<file path="config.mk">
export PLATFORM = sky130hd
export DESIGN_NAME = stepper_move_sequencer_flat
export DESIGN_NICKNAME = d
export VERILOG_FILES = /design/src/rtl/stepper_move_sequencer_if.sv /design/src/rtl/stepper_move_sequencer.sv /design/src/flat_wrapper.sv
export SDC_FILE = /design/constraint.sdc
export NUM_CORES = 1
export LEC_CHECK = 0
export CORE_MARGIN = 2
export CORE_UTILIZATION = 53
export DETAILED_ROUTE_END_ITERATION = 8
export PLACE_DENSITY = 0.81
export SLEW_MARGIN = 20
export SYNTH_ARGS = -nofsm -noshare
export SYNTH_HDL_FRONTEND = slang
export SYNTH_SLANG_ARGS = --single-unit
</file>
<file path="constraint.sdc">
create_clock -name clk -period 2.7 [get_ports clk]
set_input_delay 0.27 -clock clk [delete_from_list [all_inputs] [get_ports clk]]
set_output_delay 0.27 -clock clk [all_outputs]
set_load 0.03 [all_outputs]
</file>
<file path="src/rtl/stepper_move_sequencer_if.sv">
// Move-command handshake bundle for stepper_move_sequencer.
// The command source drives the master side; the sequencer takes the slave side.
interface stepper_move_sequencer_if #(
  parameter int unsigned STEP_W = 16
);
  logic              cmd_valid;
  logic              cmd_ready;
  logic              cmd_dir;
  logic [STEP_W-1:0] cmd_steps;

  modport master (output cmd_valid, output cmd_dir, output cmd_steps, input cmd_ready);
  modport slave  (input cmd_valid, input cmd_dir, input cmd_steps, output cmd_ready);
endinterface

</file>
<file path="src/rtl/stepper_move_sequencer.sv">
// Per-axis stepper sequencer: settle, step per tick, position tracking, limit faults.
// Optional homing via STEPPER_HOMING_EN (adds the home_req port and the HOME state).
module stepper_move_sequencer #(
  parameter int unsigned STEP_W       = 16,
  parameter int unsigned POS_W        = 20,
  parameter int unsigned SETTLE_TICKS = 4
) (
  input  logic                     clk,
  input  logic                     rst,
  input  logic                     step_tick,
  stepper_move_sequencer_if.slave  cmd,
  input  logic                     abort,
  input  logic [1:0]               limit,
`ifdef STEPPER_HOMING_EN
  input  logic                     home_req,
`endif
  output logic                     motor_en,
  output logic                     motor_dir,
  output logic                     step_pulse,
  output logic                     busy,
  output logic                     done,
  output logic                     fault,
  output logic [POS_W-1:0]         position,
  output logic [STEP_W-1:0]        steps_left
);

  typedef enum logic [2:0] {
    IDLE,
    SETTLE,
    RUN,
    DONE,
    FAULT
`ifdef STEPPER_HOMING_EN
    , HOME
`endif
  } state_t;

  state_t            state, state_n;
  logic [7:0]        settle_cnt, settle_cnt_n;
  logic              motor_en_n, motor_dir_n, step_pulse_n, busy_n, done_n, fault_n;
  logic [POS_W-1:0]  position_n, position_step;
  logic [STEP_W-1:0] steps_left_n;

  assign cmd.cmd_ready = (state == IDLE);

  assign position_step = motor_dir ? position + POS_W'(1) : position - POS_W'(1);

  always_ff @(posedge clk) begin
    if (!rst) begin
      state      <= IDLE;
      settle_cnt <= '0;
      motor_en   <= 1'b0;
      motor_dir  <= 1'b0;
      step_pulse <= 1'b0;
      busy       <= 1'b0;
      done       <= 1'b0;
      fault      <= 1'b0;
      position   <= '0;
      steps_left <= '0;
    end else begin
      state      <= state_n;
      settle_cnt <= settle_cnt_n;
      motor_en   <= motor_en_n;
      motor_dir  <= motor_dir_n;
      step_pulse <= step_pulse_n;
      busy       <= busy_n;
      done       <= done_n;
      fault      <= fault_n;
      position   <= position_n;
      steps_left <= steps_left_n;
    end
  end

  always_comb begin
    state_n      = state;
    settle_cnt_n = settle_cnt;
    motor_en_n   = motor_en;
    motor_dir_n  = motor_dir;
    step_pulse_n = 1'b0;
    busy_n       = busy;
    done_n       = 1'b0;
    fault_n      = fault;
    position_n   = position;
    steps_left_n = steps_left;

    unique case (state)
      IDLE: begin
`ifdef STEPPER_HOMING_EN
        if (home_req) begin
          if (limit[0]) begin
            position_n = '0;
            done_n     = 1'b1;
          end else begin
            state_n     = HOME;
            motor_dir_n = 1'b0;
            motor_en_n  = 1'b1;
            busy_n      = 1'b1;
          end
        end else
`endif
        if (cmd.cmd_valid) begin
          if (cmd.cmd_steps == '0) begin
            done_n = 1'b1;
          end else if (limit[cmd.cmd_dir]) begin
            state_n = FAULT;
            fault_n = 1'b1;
          end else begin
            state_n      = SETTLE;
            settle_cnt_n = '0;
            motor_dir_n  = cmd.cmd_dir;
            motor_en_n   = 1'b1;
            busy_n       = 1'b1;
            steps_left_n = cmd.cmd_steps;
          end
        end
      end

      // Limit is checked ahead of step_tick so a coincident tick is dropped.
      SETTLE, RUN: begin
        if (abort) begin
          state_n      = IDLE;
          motor_en_n   = 1'b0;
          busy_n       = 1'b0;
          steps_left_n = '0;
        end else if (limit[motor_dir]) begin
          state_n    = FAULT;
          motor_en_n = 1'b0;
          busy_n     = 1'b0;
          fault_n    = 1'b1;
        end else if (step_tick) begin
          if (state == SETTLE) begin
            if (settle_cnt == 8'(SETTLE_TICKS - 1)) state_n = RUN;
            else settle_cnt_n = settle_cnt + 8'd1;
          end else begin
            step_pulse_n = 1'b1;
            position_n   = position_step;
            steps_left_n = steps_left - STEP_W'(1);
            if (steps_left == STEP_W'(1)) begin
              state_n    = DONE;
              done_n     = 1'b1;
              motor_en_n = 1'b0;
              busy_n     = 1'b0;
            end
          end
        end
      end

      DONE: state_n = IDLE;

      FAULT: begin
        if (abort) begin
          state_n      = IDLE;
          fault_n      = 1'b0;
          steps_left_n = '0;
        end
      end

`ifdef STEPPER_HOMING_EN
      HOME: begin
        if (abort) begin
          state_n    = IDLE;
          motor_en_n = 1'b0;
          busy_n     = 1'b0;
        end else if (limit[0]) begin
          state_n    = DONE;
          position_n = '0;
          done_n     = 1'b1;
          motor_en_n = 1'b0;
          busy_n     = 1'b0;
        end else if (step_tick) begin
          step_pulse_n = 1'b1;
          position_n   = position_step;
        end
      end
`endif

      default: state_n = IDLE;
    endcase
  end

endmodule

</file>
<file path="src/flat_wrapper.sv">
// flat-port wrapper written by rule: the top's interface ports become plain ports
module stepper_move_sequencer_flat 
#(
  parameter int unsigned STEP_W       = 16,
  parameter int unsigned POS_W        = 20,
  parameter int unsigned SETTLE_TICKS = 4
)
  (clk, rst, step_tick, abort, limit, motor_en, motor_dir, step_pulse, busy, done, fault, position, steps_left, cmd_cmd_valid, cmd_cmd_dir, cmd_cmd_steps, cmd_cmd_ready);
  stepper_move_sequencer_if #(.STEP_W(STEP_W)) cmd_i ();
  input  logic clk;
  input  logic rst;
  input  logic step_tick;
  input  logic abort;
  input  logic [1:0] limit;
  output logic motor_en;
  output logic motor_dir;
  output logic step_pulse;
  output logic busy;
  output logic done;
  output logic fault;
  output logic [POS_W-1:0] position;
  output logic [STEP_W-1:0] steps_left;
  input wire logic [$bits(cmd_i.cmd_valid)-1:0] cmd_cmd_valid;
  input wire logic [$bits(cmd_i.cmd_dir)-1:0] cmd_cmd_dir;
  input wire logic [$bits(cmd_i.cmd_steps)-1:0] cmd_cmd_steps;
  output wire logic [$bits(cmd_i.cmd_ready)-1:0] cmd_cmd_ready;
  assign cmd_i.cmd_valid = cmd_cmd_valid;
  assign cmd_i.cmd_dir = cmd_cmd_dir;
  assign cmd_i.cmd_steps = cmd_cmd_steps;
  assign cmd_cmd_ready = cmd_i.cmd_ready;
  stepper_move_sequencer #(.STEP_W(STEP_W), .POS_W(POS_W), .SETTLE_TICKS(SETTLE_TICKS)) u_core (.clk(clk), .rst(rst), .step_tick(step_tick), .cmd(cmd_i), .abort(abort), .limit(limit), .motor_en(motor_en), .motor_dir(motor_dir), .step_pulse(step_pulse), .busy(busy), .done(done), .fault(fault), .position(position), .steps_left(steps_left));
endmodule
</file>
After elaboration in Yosys (flattened, before gate mapping)
Index checks and enable logic that the tools add are counted.
{"block": "word_totals", "reg_bits": 52, "out_inout_bits": 43, "input_bits": 24}
{"block": "classes", "n_mux": 59, "magnitude_cmp": 2, "n_eq_ne": 24, "reduce_logical": 13, "bitwise_logic": 8, "add_sub_neg": 4}
{"operator": "$mux 16", "n": 8}
{"operator": "$mux 8", "n": 8}
{"operator": "$pmux 16 s3", "n": 1}
{"operator": "$mux 3", "n": 10}
{"operator": "$mux 1", "n": 26}
{"operator": "$add 20x1->20 const B", "n": 1}
{"operator": "$mux 20", "n": 1}
{"operator": "$sub 20x1->20 const B", "n": 1}
{"operator": "$eq 16x1->1 const B", "n": 1}
{"operator": "$logic_not 16->1", "n": 1}
{"operator": "$ne 2x2->1 const B", "n": 8}
{"operator": "$pmux 8 s2", "n": 1}
{"operator": "$sub 16x1->16 const B", "n": 1}
{"operator": "$reduce_and 7->1", "n": 2}
{"operator": "$ne 3x3->1 const B", "n": 3}
{"operator": "$pmux 3 s3", "n": 1}
{"operator": "$reduce_and 9->1", "n": 1}
{"operator": "$add 8x1->8 const B", "n": 1}
{"operator": "$eq 8x2->1 const B", "n": 1}
{"operator": "$ne 4x3->1 const B", "n": 2}
{"operator": "$not 1->1", "n": 8}
{"operator": "$reduce_and 8->1", "n": 1}
{"operator": "$ne 2x1->1 const B", "n": 3}
{"operator": "$reduce_and 6->1", "n": 1}
{"operator": "16 further kinds", "n": 18}

Depth between registers and ports, before layout
Gate-level depths: netlist of run 1.
{"block": "depth", "depth_word": 7, "depth_mapped": 9, "mapped_depth_nobuf": 8}

Worst setup path after synthesis of run 1
OpenSTA, ideal clock, no wires.
{"block": "synth_timing", "path_type": "reg-to-reg", "from": "register u_core.motor_dir", "to": "register u_core.position[15]", "path_slack_ps": -104, "required_time_ps": 2614, "setup_time_ps": 86, "path_stages_with_launch": 9, "arrival_ps": 2718, "cell_sequence": "dfxtp_1 > inv_1 > ha_1 > nand2_1 > nor3b_1 > o21ai_0 > nand3_1 > mux2_2 > a211oi_1"}
{"block": "synth_between", "elab_chain_len": 4, "elab_cells_between_ends": 5, "classes_between": "3 x mux; 1 x bitwise; 1 x reduce/logical"}
{"item": "start: declaration", "line_no": "stepper_move_sequencer.sv:18", "text": "output logic motor_dir,"}
{"item": "start signal: assignment", "line_no": "stepper_move_sequencer.sv:64", "text": "motor_dir <= motor_dir_n;"}
{"item": "$mux 1 (implied by the code) (2 in series)", "line_no": "stepper_move_sequencer.sv:125", "text": "end else if (limit[motor_dir]) begin"}
{"item": "$not 1->1 (no line)"}
{"item": "$reduce_and 5->1 (no line)"}
{"item": "end signal: assignment", "line_no": "stepper_move_sequencer.sv:69", "text": "position <= position_n;"}
{"item": "end: declaration", "line_no": "stepper_move_sequencer.sv:23", "text": "output logic [POS_W-1:0] position,"}
Parallel ways exist; a longest one is shown, timed or not. The select of a mux whose other input is x is not followed.
A chain may end at the register's enable or synchronous reset.

Worst setup path in the final report of run 1
{"block": "layout_timing", "from": "register u_core.motor_dir", "to": "register u_core.position[18]"}
Same word-level chain as after synthesis.

==> results of run 1 <==
-- critical path, cell delays in order, from the launching register on --
cell and delay, ns:
dfxtp_2 0.36, clkinvlp_4 0.19, buf_4 0.19, buf_4 0.16
ha_1 0.41, a21oi_1 0.13, o21ai_0 0.40, a21oi_1 0.10
a2111oi_0 0.44, a311o_1 0.16
-- path summary, 6_finish.rpt --
kind / startpoint / endpoint / slack (ns) / cells after the start
min: u_core.position[5]$_SDFFE_PN0P_ / u_core.position[5]$_SDFFE_PN0P_ / 0.48 / 2
max reg2reg: u_core.motor_dir$_SDFFE_PN0P_ / u_core.position[18]$_SDFFE_PN0P_ / 0.1 / 9
max: u_core.motor_dir$_SDFFE_PN0P_ / u_core.position[18]$_SDFFE_PN0P_ / 0.1 / 9
min reg2reg: u_core.position[5]$_SDFFE_PN0P_ / u_core.position[5]$_SDFFE_PN0P_ / 0.48 / 2
-- layout make-up --
cell class,instances,share of cell area [%]
multi-input combinational,395,53.9
sequential,52,22.5
timing repair buffer,90,18.1
tap,80,2.16
clock buffer,5,1.48
inverter,11,0.971
clock inverter,3,0.917
-- cells in the mapped netlist (3+ instances only) --
library cell   n  share of area (%)
nor3_1        13                1.8
nand2_1       47                4.8
nor4_1         9                1.5
nand3_1       27                3.7
or3_1         11                1.9
xnor2_1        9                2.1
a221oi_1       3               0.71
dfxtp_1       52                 28
and2_1         3               0.51
and3_1         7                1.2
a31oi_1        3               0.51
xor2_1         7                1.7
a21o_1         5                1.0
buf_4          3               0.61
a21boi_0       6                1.2
ha_1          21                7.1
or4_1          3               0.61
a211o_1        4               0.95
o311ai_0       3               0.71
a211oi_1       8                1.6
buf_2          4               0.54
nor2b_1        4               0.68
o21ai_0       39                5.3
inv_1         11                1.1
o211ai_1       5                1.0
nor2_1        36                3.7
clkbuf_1      16                1.6
mux2i_1        4                1.1
o21a_1         9                1.8
nand4_1        5               0.85
a21oi_1       54                7.3
-- power groups by stage --
stage	clock (mW)	combinational (mW)	sequential, mW
5_1_grt	0.582	1.16	0.938
4_1_cts	0.556	1.04	0.924
2_1_floorplan	0	0.631	1.01
6_report	0.553	1.06	0.928
3_3_place_gp	0	1.02	0.939
3_5_place_dp	0	1.04	0.941
-- logic make-up (layout without fill, tap and decap cells) --
group	Yosys count	in the layout
and+or+nand+nor	182	182
AOI/OAI and AO/OA	169	169
DFF	52	52
buffers and inverters	35	109
adders and majority gates	22	22
xor gates and xnor gates	16	16
muxes	6	6
-- sequential cells by signal, indices dropped and copies added, names as in the netlist --
register	cells
u_core.position	20
u_core.motor_en	1
u_core.steps_left	16
u_core.state	3
u_core.motor_dir	1
u_core.step_pulse	1
u_core.settle_cnt	8
u_core.fault	1
u_core.done	1
-- per-stage QoR --
stage	setup TNS [ns]	worst slack (ns)	utilization, %	power, mW	hold WS (ns)
2_1_floorplan	0	0.0383	-	1.64	0.414
3_3_place_gp	0	0.177	66.4	1.96	0.464
3_5_place_dp	0	0.0559	66.4	1.98	0.473
4_1_cts	0	0.0858	68.0	2.52	0.487
5_1_grt	-0.0262	-0.0176	68.7	2.68	0.516
6_report	0	0.0952	68.7	2.55	0.485
-- metal layers --
layer,share of wire [%],global-route usage [%]
met5,0,0
met2,45,41.0
met3,6.4,4.08
met1,47,39.1
met4,1.4,8.25
-- repair_timing --
item                       CTS  global route
resized for setup            1             0
setup endpoints to repair    1             7
buffers inserted             0             6
==> results_dict.tcl, run 1 <==
set metrics [dict create \
    path_max_fanout 10 \
    synthXorXnorAreaFrac_pct 3.79 \
    arrival_ns 2.87 \
    drv_slew 0 \
    final_common_cell "clkdlybuf4s50_1" \
    dp.cells 622 \
    synth_seq_cells 52 \
    nFillCells 564 \
    power_density_nw_per_um2 549 \
    regArea_um2 1040 \
    final_cell_area_um2 4640 \
    wirelength_mm 10.1 \
    synth-edff-count 0 \
    cts_sinks 52 \
    wl_per_cell_um 15.9 \
    antenna_cells 0 \
    place_area_um2 4480 \
    drtAntennaViolNets 0 \
    start_util_pct 54.7 \
    switchingPower_mw 1.01 \
    synth_top_family_by_area "compound AO/OA/AOI/OAI gates" \
    hp-class "reg -> reg" \
    ctsHoldBuffers 0 \
    synthSimpleGateAreaFrac_pct 25.0 \
    setup_viol 0 \
    status "finished clean" \
    synth.area.mux_share_pct 1.79 \
    ys_seq_area_share_pct 28.2 \
    final_nets 601 \
    io_pins 67 \
    grtUsageTotal_pct 26.9 \
    worstMarginPinSlew_ns 0.882 \
    clockPowerShare_pct 21.7 \
    syn_avg_cell_area_um2 7.67 \
    cts_root_buf "clkbuf_8" \
    instances_no_fill 636 \
    slew_headroom_pct 41.1 \
    via_per_inst 6.19 \
    synth_area_um2 3700 \
    drive_above_1_share_pct 8.63 \
    dieArea_um2 7660 \
    multiInputGateArea_um2 2500 \
    synth_nets 528 \
    peakVddDrop_uv 403 \
    fin_worst_skew_ns 0.0102 \
    htree_levels 2 \
    intPower_mw 1.54 \
    antenna_found_initial 0 \
    fmax_mhz 384 \
    core_area_um2 6760 \
    power.leakage_nw 1.79 \
    power_frac_seq_pct 36.4 \
    most-common-layout-cells "clkdlybuf4s50_1, a21oi_1, dfxtp_1, nand2_1, o21ai_0" \
    post-route-min-period_ns 2.60 \
    finalHoldViolCount 0 \
    clkTransAtPathRegs_ns 0.10 \
    port_buffers 66 \
    cts_tree "yes" \
    grt_pass1_vias 3637 \
    die_x_um 87.5 \
    yosys_warnings 0 \
    clock_path_buffers 2 \
    period_share_pct 96.5 \
    die_h_um 87.5 \
    grt_start_max_net_pins 36 \
    grt_pass1_wl_mm 16.8 \
    gp_congestion 0.915 \
    maxCapViolCount 0 \
    yosys_most_used_dff "dfxtp_1" \
    cts_inserted_buffers 5 \
    worst_ep_required_time_ns 2.96 \
    clk_latency_ns 0.31 \
    dp_hpwl_mm 7.31 \
    rows 30 \
    power_frac_comb_pct 41.8 \
    synthDistinctLibCells 71 \
    criticalPathCategory "reg -> reg" \
    end_kind "flip-flop" \
    first_pass_iters 4 \
    switching_share_pct 39.7 \
    area_delta_synth_final_pct 25.5 \
    synthAdderAreaFrac_pct 7.65 \
    start_kind "flip-flop" \
    syn_inst 482 \
    synth_compound_area_share_pct 29.4 \
    grt_overflow 0 \
    async_flop_share_pct 0 \
    drt_iter0_markers 284 \
    drcViolationCount 0 \
    vias 3939 \
]
Note: power is estimated with default switching activity, not from simulation.
==> inputs of run 2 (changes only) <==
--- a/config.mk
+++ b/config.mk
@@ -5,10 +5,11 @@
 export SDC_FILE = /design/constraint.sdc
 export NUM_CORES = 1
 export LEC_CHECK = 0
+export ABC_AREA = 1
 export CORE_MARGIN = 2
-export CORE_UTILIZATION = 53
+export CORE_UTILIZATION = 55
 export DETAILED_ROUTE_END_ITERATION = 8
-export PLACE_DENSITY = 0.81
+export PLACE_DENSITY = 0.82
 export SLEW_MARGIN = 20
 export SYNTH_ARGS = -nofsm -noshare
 export SYNTH_HDL_FRONTEND = slang
==> results_dict.tcl, run 2 <==
set metrics [dict create \
    cp_cell_sequence "clkinvlp_4, ha_1, a21oi_1, nand2_1, nand2_1, nand2_1, a21oi_1, or2_2, nand3_1, nand2_1, inv_1" \
    area_delta_synth_final_pct 19.6 \
    dp_hpwl_mm 7.86 \
    fmax_mhz 432 \
    synth_compound_area_share_pct 13.1 \
    maxCapViolCount 0 \
    via_per_inst 5.25 \
    min_to "u_core.fault$_SDFFE_PN0P_" \
    largest_register_ffs 20 \
    cts_sinks 52 \
    synth.area.top_cells "dfxtp_1, nand2_1, nor2_1, inv_1, ha_1" \
    worst_ep_required_time_ns 2.93 \
    yosys_warnings 0 \
    instances_no_fill 834 \
    critPathTopFamily "simple AND/OR/NAND/NOR gates" \
    rsz0062_at_grt "false" \
    synth_area_um2 4100 \
    r2r-start "u_core.motor_dir$_SDFFE_PN0P_" \
    drcViolationCount 0 \
    die_h_um 90.4 \
    setup_viol 0 \
    criticalPathCategory "reg -> reg" \
    slew_headroom_pct 66.0 \
    cp_common_cell "nand2_1" \
    period_share_pct 85.8 \
    synthDistinctLibCells 41 \
    synth-edff-count 0 \
    final_nets 780 \
    start_kind "flip-flop" \
    arrival_ns 2.54 \
    drv_slew 0 \
    finalHoldViolCount 0 \
    reg2reg_slack_ns 0.38 \
    drtAntennaViolNets 0 \
    vias 4378 \
    dieArea_um2 8160 \
    ys_seq_area_share_pct 25.4 \
    worstMarginPinSlew_ns 0.509 \
    async_flop_share_pct 0 \
    synth_nets 719 \
    grtUsageTotal_pct 25.2 \
    final_common_cell "nand2_1" \
    fin_worst_skew_ns 0.0106 \
    fin_tns_setup_ns 0 \
    power.leakage_nw 2.41 \
    status "finished clean" \
    hold-path-cell-count 2 \
    synth_area_leader_cell "dfxtp_1" \
    slowest_stage "dfxtp_2" \
    drive_above_1_share_pct 5.17 \
    port_buffers 66 \
    clock_path_buffers 2 \
    dp.cells 825 \
    grt_overflow 0 \
    synthSimpleGateAreaFrac_pct 40.5 \
    cts_resized 0 \
    die_x_um 90.4 \
    hold_slack_ns 0.483 \
    peakVddDrop_uv 580 \
    cts_inserted_buffers 5 \
    top_register "u_core.position" \
    antenna_found_initial 0 \
    wirelength_mm 10.5 \
    first_pass_iters 5 \
    grt_pass1_vias 3954 \
    antenna_cells 0 \
    syn_inst 673 \
    clkTransAtPathRegs_ns 0.11 \
    r2r-end "u_core.position[9]$_SDFFE_PN0P_" \
    postCtsSetupBuffers 0 \
    grt_pass1_wl_mm 17.6 \
    cts_root_buf "clkbuf_8" \
    wl_per_cell_um 12.5 \
    synth_seq_cells 52 \
    holdCritStartpoint "u_core.fault$_SDFFE_PN0P_" \
    htree_levels 2 \
    ff2ff_path_depth 11 \
    end_kind "flip-flop" \
    path_max_fanout 10 \
    drt_iter0_markers 287 \
    ctsHoldBuffers 0 \
    start_util_pct 56.5 \
    gp_congestion 0.912 \
    cp.depth 11 \
    synthAdderAreaFrac_pct 6.89 \
    grt_start_max_net_pins 33 \
    rows 31 \
    synth_top_family_by_area "simple AND/OR/NAND/NOR gates" \
    largestRegisters "u_core.position (20), u_core.steps_left (16), u_core.settle_cnt (8)" \
    io_pins 67 \
    post-route-min-period_ns 2.32 \
    netlist.area_leader.share_pct 25.4 \
    yosysMostFrequentCell "nand2_1" \
    cts_tree "yes" \
    synth.area.mux_share_pct 0 \
    synthXorXnorAreaFrac_pct 3.63 \
    power_density_nw_per_um2 967 \
    most-common-layout-cells "nand2_1, nor2_1, inv_1, clkdlybuf4s50_1, dfxtp_1" \
    slowest_delay_ns 0.45 \
    yosys-top-cells-count "nand2_1, nor2_1, inv_1, dfxtp_1, nand3_1" \
    yosys_most_used_dff "dfxtp_1" \
    clk_latency_ns 0.32 \
    core_area_um2 7250 \
    hp-class "reg -> reg" \
    worst-path-buf-inv 2 \
    syn_avg_cell_area_um2 6.09 \
]
## run 2: cell types whose count changed in the layout (fill, tap and decap cells not counted), moves of 7 or more
cell / previous run / this run
nor4_1: 9 / 0
a211oi_1: 8 / 1
buf_4: 24 / 2
nor2_1: 36 / 128
or3_1: 11 / 0
nand3_1: 27 / 45
nand2_1: 47 / 172
inv_1: 10 / 81
a21oi_1: 54 / 42
and3_1: 7 / 0
o22ai_1: 1 / 9
o21a_1: 9 / 1
o21ai_0: 38 / 24
## run 2: per-stage QoR
step	utilization (%)	cell area (um2)	setup WS [ns]	total power, mW
floorplan	-	4100	0.389	3.55
global placement	66.2	4800	0.330	4.15
detailed placement	66.2	4800	0.223	4.23
CTS	67.4	4890	0.212	4.70
global route	67.6	4900	0.150	5.19
finish	67.6	4900	0.384	4.74
## run 2: cell type report
type	instances	area [um2]
flip-flops and latches	52	1040
repair inverters	1	7.51
repair buffers	68	676
inverters	89	338
clock buffers	6	72.6
fillers	662	2350
well taps	99	124
multi-input cells	517	2630
clock inverters	2	16.3
## run 2: worst reg2reg max path: cells and delay by family, from the launching register on
kind,cells,cell delay (ns)
simple gates,6,0.59
flops,1,0.45
fa+ha+maj,1,0.46
compound gates,2,0.41
buf+inv,2,0.32
## run 2: power by group
group	internal [mW]	leakage, nW	switching, mW
Clock	0.185	0.0414	0.287
Sequential	0.912	0.424	0.158
Combinational	1.08	1.94	2.12
## run 2: cells by family (layout without fill, tap and decap cells)
| family | count (synthesis) | after routing |
|---|---|---|
| and+or+nand+nor | 384 | 384 |
| buffers and inverters | 104 | 166 |
| AOI/OAI and AO/OA | 94 | 94 |
| DFF | 52 | 52 |
| adders and majority gates | 22 | 22 |
| xor gates and xnor gates | 17 | 17 |
## run 2: worst max-delay path by stage
stage / startpoint / endpoint / slack, ns
floorplan: u_core.motor_dir$_SDFFE_PN0P_ / u_core.position[9]$_SDFFE_PN0P_ / 0.39
global placement: u_core.motor_dir$_SDFFE_PN0P_ / u_core.position[16]$_SDFFE_PN0P_ / 0.33
detailed placement: u_core.motor_dir$_SDFFE_PN0P_ / u_core.position[9]$_SDFFE_PN0P_ / 0.22
CTS: u_core.motor_dir$_SDFFE_PN0P_ / u_core.position[9]$_SDFFE_PN0P_ / 0.21
global route: u_core.motor_dir$_SDFFE_PN0P_ / u_core.position[15]$_SDFFE_PN0P_ / 0.15
finish: u_core.motor_dir$_SDFFE_PN0P_ / u_core.position[9]$_SDFFE_PN0P_ / 0.38
## run 2: layer usage
metal	part of all wire (%)	track usage [%]	wire [um]
met5	0	0	0
met4	2.1	8.46	216
met3	5.1	3.17	531
met2	47	42.0	4930
met1	46	33.8	4780
